## src/rtl/puf_pkg.sv

```systemverilog
// Shared types and sizing helpers for the RO-PUF challenge sequencer.
package puf_pkg;

  localparam int CHAL_W = 5;
  localparam int CNT_W  = 8;

  typedef enum logic [2:0] {
    ST_IDLE    = 3'd0,
    ST_CLEAR   = 3'd1,
    ST_RUN     = 3'd2,
    ST_SETTLE  = 3'd3,
    ST_CAPTURE = 3'd4,
    ST_DONE    = 3'd5
  } state_e;

  function automatic int tie_cnt_width(input int num_chal);
    return $clog2(num_chal + 1);
  endfunction

  function automatic int max3(input int a, input int b, input int c);
    int m;
    m = (a > b) ? a : b;
    return (m > c) ? m : c;
  endfunction

endpackage

```

## src/rtl/puf_window_timer.sv

```systemverilog
// Loadable down-counter; expire is high for the single cycle the count sits at zero.
module puf_window_timer #(
  parameter int W = 8
) (
  input  logic         clk,
  input  logic         rst_n,
  input  logic         load,
  input  logic [W-1:0] load_val,
  output logic         expire
);

  logic [W-1:0] cnt_q, cnt_d;
  logic         active_q, active_d;

  always_comb begin
    cnt_d    = cnt_q;
    active_d = active_q;
    if (load) begin
      cnt_d    = load_val;
      active_d = 1'b1;
    end else if (active_q) begin
      if (cnt_q == '0) active_d = 1'b0;
      else             cnt_d    = cnt_q - W'(1);
    end
  end

  always_ff @(posedge clk) begin
    if (!rst_n) begin
      cnt_q    <= '0;
      active_q <= 1'b0;
    end else begin
      cnt_q    <= cnt_d;
      active_q <= active_d;
    end
  end

  assign expire = active_q && (cnt_q == '0);

endmodule

```

## src/rtl/puf_challenge_sequencer.sv

```systemverilog
// Walks NUM_CHAL challenges, gates the RO counter banks per challenge and
// compares the two counts into one response bit each.
module puf_challenge_sequencer
  import puf_pkg::*;
#(
  parameter int NUM_CHAL = 8,
  parameter int WINDOW   = 256,
  parameter int SETTLE   = 4,
  parameter int CLR_CYC  = 2,
  localparam int TIE_W   = tie_cnt_width(NUM_CHAL)
) (
  input  logic                clk,
  input  logic                rst_n,
  input  logic                start,
  input  logic [CHAL_W-1:0]   chal_base,
  input  logic [CNT_W-1:0]    count_a,
  input  logic [CNT_W-1:0]    count_b,
  output logic                osc_en,
  output logic                cnt_clr,
  output logic [CHAL_W-1:0]   sel,
  output logic [NUM_CHAL-1:0] response,
  output logic [TIE_W-1:0]    tie_cnt,
  output logic                busy,
  output logic                done
);

  localparam int IDX_W = (NUM_CHAL > 1) ? $clog2(NUM_CHAL) : 1;
  localparam int TMR_W = $clog2(max3(WINDOW, SETTLE, CLR_CYC) + 1);

  state_e              state_q, state_d;
  logic [IDX_W-1:0]    idx_q, idx_d;
  logic [CHAL_W-1:0]   sel_q, sel_d;
  logic [NUM_CHAL-1:0] response_q, response_d;
  logic [TIE_W-1:0]    tie_q, tie_d;
  logic                osc_en_q, osc_en_d;
  logic                cnt_clr_q, cnt_clr_d;
  logic                busy_q, busy_d;
  logic                done_q, done_d;
  logic                tmr_load;
  logic [TMR_W-1:0]    tmr_val;
  logic                tmr_expire;

  puf_window_timer #(.W(TMR_W)) u_timer (
    .clk      (clk),
    .rst_n    (rst_n),
    .load     (tmr_load),
    .load_val (tmr_val),
    .expire   (tmr_expire)
  );

  always_comb begin
    state_d    = state_q;
    idx_d      = idx_q;
    sel_d      = sel_q;
    response_d = response_q;
    tie_d      = tie_q;
    tmr_load   = 1'b0;
    tmr_val    = '0;
    case (state_q)
      ST_IDLE: begin
        if (start) begin
          state_d    = ST_CLEAR;
          idx_d      = '0;
          sel_d      = chal_base;
          response_d = '0;
          tie_d      = '0;
          tmr_load   = 1'b1;
          tmr_val    = TMR_W'(CLR_CYC - 1);
        end
      end
      ST_CLEAR: begin
        if (tmr_expire) begin
          state_d  = ST_RUN;
          tmr_load = 1'b1;
          tmr_val  = TMR_W'(WINDOW - 1);
        end
      end
      ST_RUN: begin
        if (tmr_expire) begin
          state_d  = ST_SETTLE;
          tmr_load = 1'b1;
          tmr_val  = TMR_W'(SETTLE - 1);
        end
      end
      ST_SETTLE: begin
        if (tmr_expire) state_d = ST_CAPTURE;
      end
      ST_CAPTURE: begin
        // A tie reads as 0 and is reported separately through tie_cnt.
        response_d[idx_q] = (count_a > count_b);
        if (count_a == count_b) tie_d = tie_q + TIE_W'(1);
        if (idx_q == IDX_W'(NUM_CHAL - 1)) begin
          state_d = ST_DONE;
        end else begin
          state_d  = ST_CLEAR;
          idx_d    = idx_q + IDX_W'(1);
          sel_d    = sel_q + CHAL_W'(1);
          tmr_load = 1'b1;
          tmr_val  = TMR_W'(CLR_CYC - 1);
        end
      end
      ST_DONE: state_d = ST_IDLE;
      default: state_d = ST_IDLE;
    endcase
    osc_en_d  = (state_d == ST_RUN);
    cnt_clr_d = (state_d == ST_CLEAR);
    busy_d    = (state_d != ST_IDLE);
    done_d    = (state_d == ST_DONE);
  end

  always_ff @(posedge clk) begin
    if (!rst_n) begin
      state_q    <= ST_IDLE;
      idx_q      <= '0;
      sel_q      <= '0;
      response_q <= '0;
      tie_q      <= '0;
      osc_en_q   <= 1'b0;
      cnt_clr_q  <= 1'b0;
      busy_q     <= 1'b0;
      done_q     <= 1'b0;
    end else begin
      state_q    <= state_d;
      idx_q      <= idx_d;
      sel_q      <= sel_d;
      response_q <= response_d;
      tie_q      <= tie_d;
      osc_en_q   <= osc_en_d;
      cnt_clr_q  <= cnt_clr_d;
      busy_q     <= busy_d;
      done_q     <= done_d;
    end
  end

  assign osc_en   = osc_en_q;
  assign cnt_clr  = cnt_clr_q;
  assign sel      = sel_q;
  assign response = response_q;
  assign tie_cnt  = tie_q;
  assign busy     = busy_q;
  assign done     = done_q;

endmodule
```

## config.mk

```make
export PLATFORM = sky130hd
export DESIGN_NAME = puf_challenge_sequencer
export DESIGN_NICKNAME = d
export VERILOG_FILES = /design/src/rtl/puf_pkg.sv /design/src/rtl/puf_window_timer.sv /design/src/rtl/puf_challenge_sequencer.sv
export SDC_FILE = /design/constraint.sdc
export NUM_CORES = 1
export LEC_CHECK = 0
export CAP_MARGIN = 40
export CORE_ASPECT_RATIO = 0.75
export CORE_MARGIN = 2
export CORE_UTILIZATION = 30
export DETAILED_ROUTE_END_ITERATION = 7
export MAX_ROUTING_LAYER = met4
export PLACE_DENSITY_LB_ADDON = 0.1
export SLEW_MARGIN = 40
export SYNTH_ARGS = -nofsm -noshare
export SYNTH_HDL_FRONTEND = slang
export SYNTH_HIERARCHICAL = 1
export SYNTH_SLANG_ARGS = --single-unit
```

## constraint.sdc

```tcl
create_clock -name clk -period 3.3 [get_ports clk]
set_input_delay 0.495 -clock clk [delete_from_list [all_inputs] [get_ports clk]]
set_output_delay 0.495 -clock clk [all_outputs]
set_load 0.02 [all_outputs]
```

==> results_dict.tcl <==
set metrics [dict create \
    status "finished, final reports clean" \
    grt_pass1_wl_um 8200 \
    layout_min_cycle_time_ns 2.85 \
    rsz0062_at_grt "no" \
    viasPerCell 4.91 \
    wl_um 4850 \
    core_area_sq_um 6800 \
    worst_pin_slew_ns 0.669 \
    htreeDepth 2 \
    gp_congestion 0.762 \
    ioPinCount 45 \
    postRouteAntennaNets 0 \
    hold_viol_final 0 \
    syn-num-nets 287 \
    final_cells 381 \
    relSlewSlack_pct 55.3 \
    hp-class "flop to flop" \
    clock_skew_ns 0.00694 \
    ctsHoldBuffers 0 \
    placed_cells 374 \
    synth_area_sq_um 2100 \
    fmax_ghz 0.351 \
    fin_crit_sh_pct 86.3 \
    area_growth_pct 30.2 \
    critPathMaxStageDelay_ns 0.57 \
    start_util_pct 30.9 \
    yosysMostFrequentCell "dfxtp_1" \
    crit_required_ns 3.47 \
    avgSynthCellArea_sq_um 8.41 \
    slowest_stage "or4_4" \
    finalNetCount 334 \
    synth_area_leader_cell "dfxtp_1" \
    die_h_um 76.5 \
    num_rows 26 \
    yosysSeqAreaShare_pct 35.2 \
    cts.repair.resized 0 \
    grt_max_degree 17 \
    antenna_found_initial 0 \
    power.density_nw_per_um2 400 \
    ys_warn_count 6 \
    yosys-top-cells-area "dfxtp_1 (35%), ha_1 (7.7%), nand2_1 (5.4%)" \
    critical_path.cell_chain "or4_4 -> or4_1 -> nor2_1 -> nand2b_1 -> o21ai_0 -> inv_1 -> and3_1 -> a21oi_1 -> a21boi_0" \
    grt_pass1_vias 1763 \
    numCtsBuffers 5 \
    dr.first_iter.drc_count 40 \
    synth_commonest_cells "dfxtp_1 (37), nand2_1 (30), inv_1 (17), nand3_1 (16), o21ai_0 (16)" \
    cts_root_buf "clkbuf_8" \
    grt_usage_pct 13.7 \
    cp_data_arrival_time_ns 3.02 \
    gr-total-overflow 0 \
    dpl.hpwl_um 3710 \
    start_kind "flop" \
    irDropWorstVdd_mv 0.123 \
    path_class "flop to flop" \
    io_buffers 44 \
    synth_ff_type "dfxtp_1" \
    path_buf_inv 1 \
    async_reset_ff_share_pct 0 \
    post_cts_buffers 0 \
    ys_ff_latch 37 \
    ys_types 48 \
    clk_latency_ns 0.29 \
    clk_pin_slew_ns 0.08 \
    syn_inst 250 \
    via_count 1870 \
    die-area_sq_um 7700 \
    setup_violations 0 \
    endpoint_kind "flop" \
    first_pass_iters 4 \
    clock-sinks 37 \
    setup_tns_ns 0 \
    drive_above_1_share_pct 8.75 \
    drc 0 \
    critPathMaxFanout 13 \
    clockBufferDepth 2 \
    fillerInstances 711 \
    maxSlewViolCount 0 \
    yosysTopAreaCellShare_pct 35.2 \
    wl_per_cell_um 12.7 \
    cp_top_family "simple AND/OR/NAND/NOR gates" \
    p_leak_nw 1.10 \
    synth_edf_count 0 \
    antenna_cells 0 \
    maxCapViolCount 0 \
    cts_tree "done" \
    fp.dieW_um 101 \
]
[flip-flops by register name, summed over array words and instances (netlist names), 3 cells and up]
name           count
idx_q              3
u_timer/cnt_q      9
state_q            3
response           8
tie_cnt            4
sel                5
[layout make-up]
| type | count | area (sq um) | share of cell area (%) |
|---|---|---|---|
| tap | 84 | 105 | 3.84 |
| timing repair buffer | 50 | 485 | 17.7 |
| multi-input combinational | 186 | 1250 | 45.7 |
| inverter | 17 | 63.8 | 2.33 |
| clock buffer | 6 | 82.6 | 3.02 |
| clock inverter | 1 | 7.51 | 0.274 |
| sequential | 37 | 741 | 27.1 |
[metrics by stage]
step	total power (W)	setup WS (ns)	hold slack (ns)	area, sq um	utilization [%]
after floorplan	0.000686	0.564	0.477	2100	-
after global placement	0.000778	0.556	0.451	2650	38.9
after detailed placement	0.000776	0.493	0.460	2650	38.9
after CTS	0.00111	0.461	0.472	2740	40.3
after global routing	0.00116	0.184	0.488	2740	40.3
final	0.00110	0.451	0.464	2740	40.3
[kinds of logic after synthesis]
logic type | after synthesis | share of synthesized area, %
fa+ha+maj | 13 | 7.73
flops | 37 | 35.2
xor+xnor | 7 | 2.91
mux | 10 | 4.88
other cells | 1 | 0.178
buf+inv | 27 | 5.24
compound gates | 55 | 17.9
simple gates | 100 | 25.9
[power breakdown]
part / switching (W) / internal, W / total [W]
registers: 0.0000300 / 0.000475 / 0.000505
clock network: 0.000163 / 0.000165 / 0.000329
logic: 0.000134 / 0.000129 / 0.000262
[path summary, 6_finish.rpt]
| path | from | endpoint | slack (ns) | depth (start not counted) |
|---|---|---|---|---|
| hold / removal | response[4] | response[4] | 0.46 | 2 |
| hold reg to reg | response[4] | response[4] | 0.46 | 2 |
| setup reg to reg | u_timer/cnt_q[2] | u_timer/cnt_q[4] | 0.45 | 9 |
| setup / recovery | u_timer/cnt_q[2] | u_timer/cnt_q[4] | 0.45 | 9 |
[worst reg2reg max path: stages, from the launching register on]
cell	delay, ns
dfxtp_1	0.37
or4_4	0.57
or4_1	0.51
nor2_1	0.22
nand2b_1	0.18
o21ai_0	0.25
inv_1	0.22
and3_1	0.23
a21oi_1	0.10
a21boi_0	0.09
[metal layers]
layer	routed length [um]	global-route usage, %	vias up
li1	-	-	975
met1	2660	19.2	842
met2	1890	19.1	46
met3	221	2.84	7
met4	80	5.34	0
met5	0	-	-
[placed cells by master, fill, tap and decap left out, drive strengths merged, types with 5 or more instances in the layout]
master and instances:
nor3b 5, nand2b 6, dfxtp 37, clkdlybuf4s50 44, inv 17, a21boi 8
a21oi 12, ha 13, buf 6, nand2 30, mux2i 8, clkbuf 6
o21ai 16, xnor2 5, nor2 13, nand3 16
(Power assumes the default switching activity.)
==> patch, RTL diff (config.mk and constraints unchanged) <==
Set the package constant `CHAL_W` to 7 (it was 5).
--- a/src/rtl/puf_pkg.sv
+++ b/src/rtl/puf_pkg.sv
@@ -1,7 +1,7 @@
 // Shared types and sizing helpers for the RO-PUF challenge sequencer.
 package puf_pkg;
 
-  localparam int CHAL_W = 5;
+  localparam int CHAL_W = 7;
   localparam int CNT_W  = 8;
 
   typedef enum logic [2:0] {
Ports: changed (resized chal_base and sel); port bits go from 45 to 49. The function was not compared with the original's and may differ.
==> patch against the unedited design <==
Sequential cell count grew 2. Global-route usage fell by 0.18 points. Sequential power up 6.9%. Cell area rose by 5.3%. Setup slack got worse by 0.044 ns. First-iteration DRC count rose by 88%. Largest power group unchanged. Total power increased by 7.2%. Routed wire length up 9.0%. Synthesized area grew 6.2%. Sequential share of layout area about the same. Highest routed layer unchanged.
==> patch: results (changes against the unedited design) <==
{| class="wikitable"
! Metric !! Value
|-
| Clock tree skew after final layout || 0.0102 ns (+0.00325 ns)
|-
| Outcome || finished clean
|-
| Layout fillers || 780 (+9.7%)
|-
| Largest net degree at the start of global routing || 28 (+11)
|-
| CP Data Arrival Time || 3.08 ns (+0.06 ns)
|-
| Switching part of the total || 32.4% (+2.6 points)
|-
| Final estimated routing congestion in global placement || 0.804 (+5.5%)
|-
| Fraction of final layout cells with drive strength greater than 1 || 5.97% (-2.8 points)
|-
| Gr usage total || 13.5% (-0.18 points)
|-
| Wire length of the first global-routing pass || 8650 µm (+5.5%)
|-
| Average instance area after synthesis || 8.19 µm² (-2.7%)
|-
| Non-filler instance count after layout || 419 (+10%)
|-
| Detailed-placement wirelength estimate || 3810 µm (+2.8%)
|-
| Routed met1 length || 2900 µm (+9.0%)
|-
| Share of power burned in the clock network || 28.3% (-1.7 points)
|-
| Final routed wirelength across all metal layers || 5280 µm (+9.0%)
|-
| Met1 Track Usage GR || 19.7% (+0.46 points)
|-
| Power density cells || 408 nW/µm² (+1.9%)
|-
| Met2 global-route usage || 17.9% (-1.2 points)
|-
| Count of vias placed by the detailed router || 1981 (+5.9%)
|-
| Place WS || 0.443 ns (-0.0497 ns)
|-
| Area contributors post-synth || sky130_fd_sc_hd__dfxtp_1 (35%), sky130_fd_sc_hd__ha_1 (7.3%), sky130_fd_sc_hd__o21ai_0 (4.7%)
|-
| Syn_nets || 312 (+8.7%)
|-
| Total length of routed met2 wires || 2120 µm (+12%)
|-
| Worst voltage drop across the vdd grid || 162 µV (+32%)
|-
| Slew at the pin closest to its max-slew limit || 0.654 ns (-0.0145 ns)
|-
| Setup slack after layout || 0.408 ns (-0.0438 ns)
|-
| Static leakage || 0.00113 µW (+3.1%)
|-
| Number of global-route vias before repair || 1771 (+0.45%)
|-
| Cell Count Post-Placement || 411 (+9.9%)
|-
| Metal3 WL || 211 µm (-4.5%)
|-
| Sequential area share after synthesis || 34.9% (-0.28 points)
|-
| Unique cell type count in the Yosys netlist || 46 (-4.2%)
|-
| Worst Hold Margin || 0.465 ns (+0.00119 ns)
|}
## patch: changes by cell type after synthesis, sizes merged, moves of 5 or more
cell   change
nor2       +7
o21ai      +5
nand2      -8
o31ai      +6
## patch: layout make-up
class | instances | area (µm²) | area share (%)
clock buffers | 5 | 68.8 | 2.39
clock inverters | 3 | 20.0 | 0.695
well taps | 101 | 126 | 4.39
flip-flops and latches | 39 | 781 | 27.1
repair buffers | 50 | 495 | 17.2
inverters | 16 | 60.1 | 2.08
multi-input cells | 205 | 1330 | 46.2
## patch: cell families (layout without fill, tap and decap cells)
family | after synthesis | in the layout | share of synthesized area [%]
other | 1 | 1 | 0.168
adders and majority gates | 13 | 13 | 7.28
DFF | 39 | 39 | 34.9
xor gates and xnor gates | 10 | 10 | 3.92
and+or+nand+nor | 109 | 109 | 26.3
muxes | 4 | 4 | 1.79
AOI/OAI and AO/OA | 68 | 68 | 20.1
buffers and inverters | 29 | 74 | 5.54
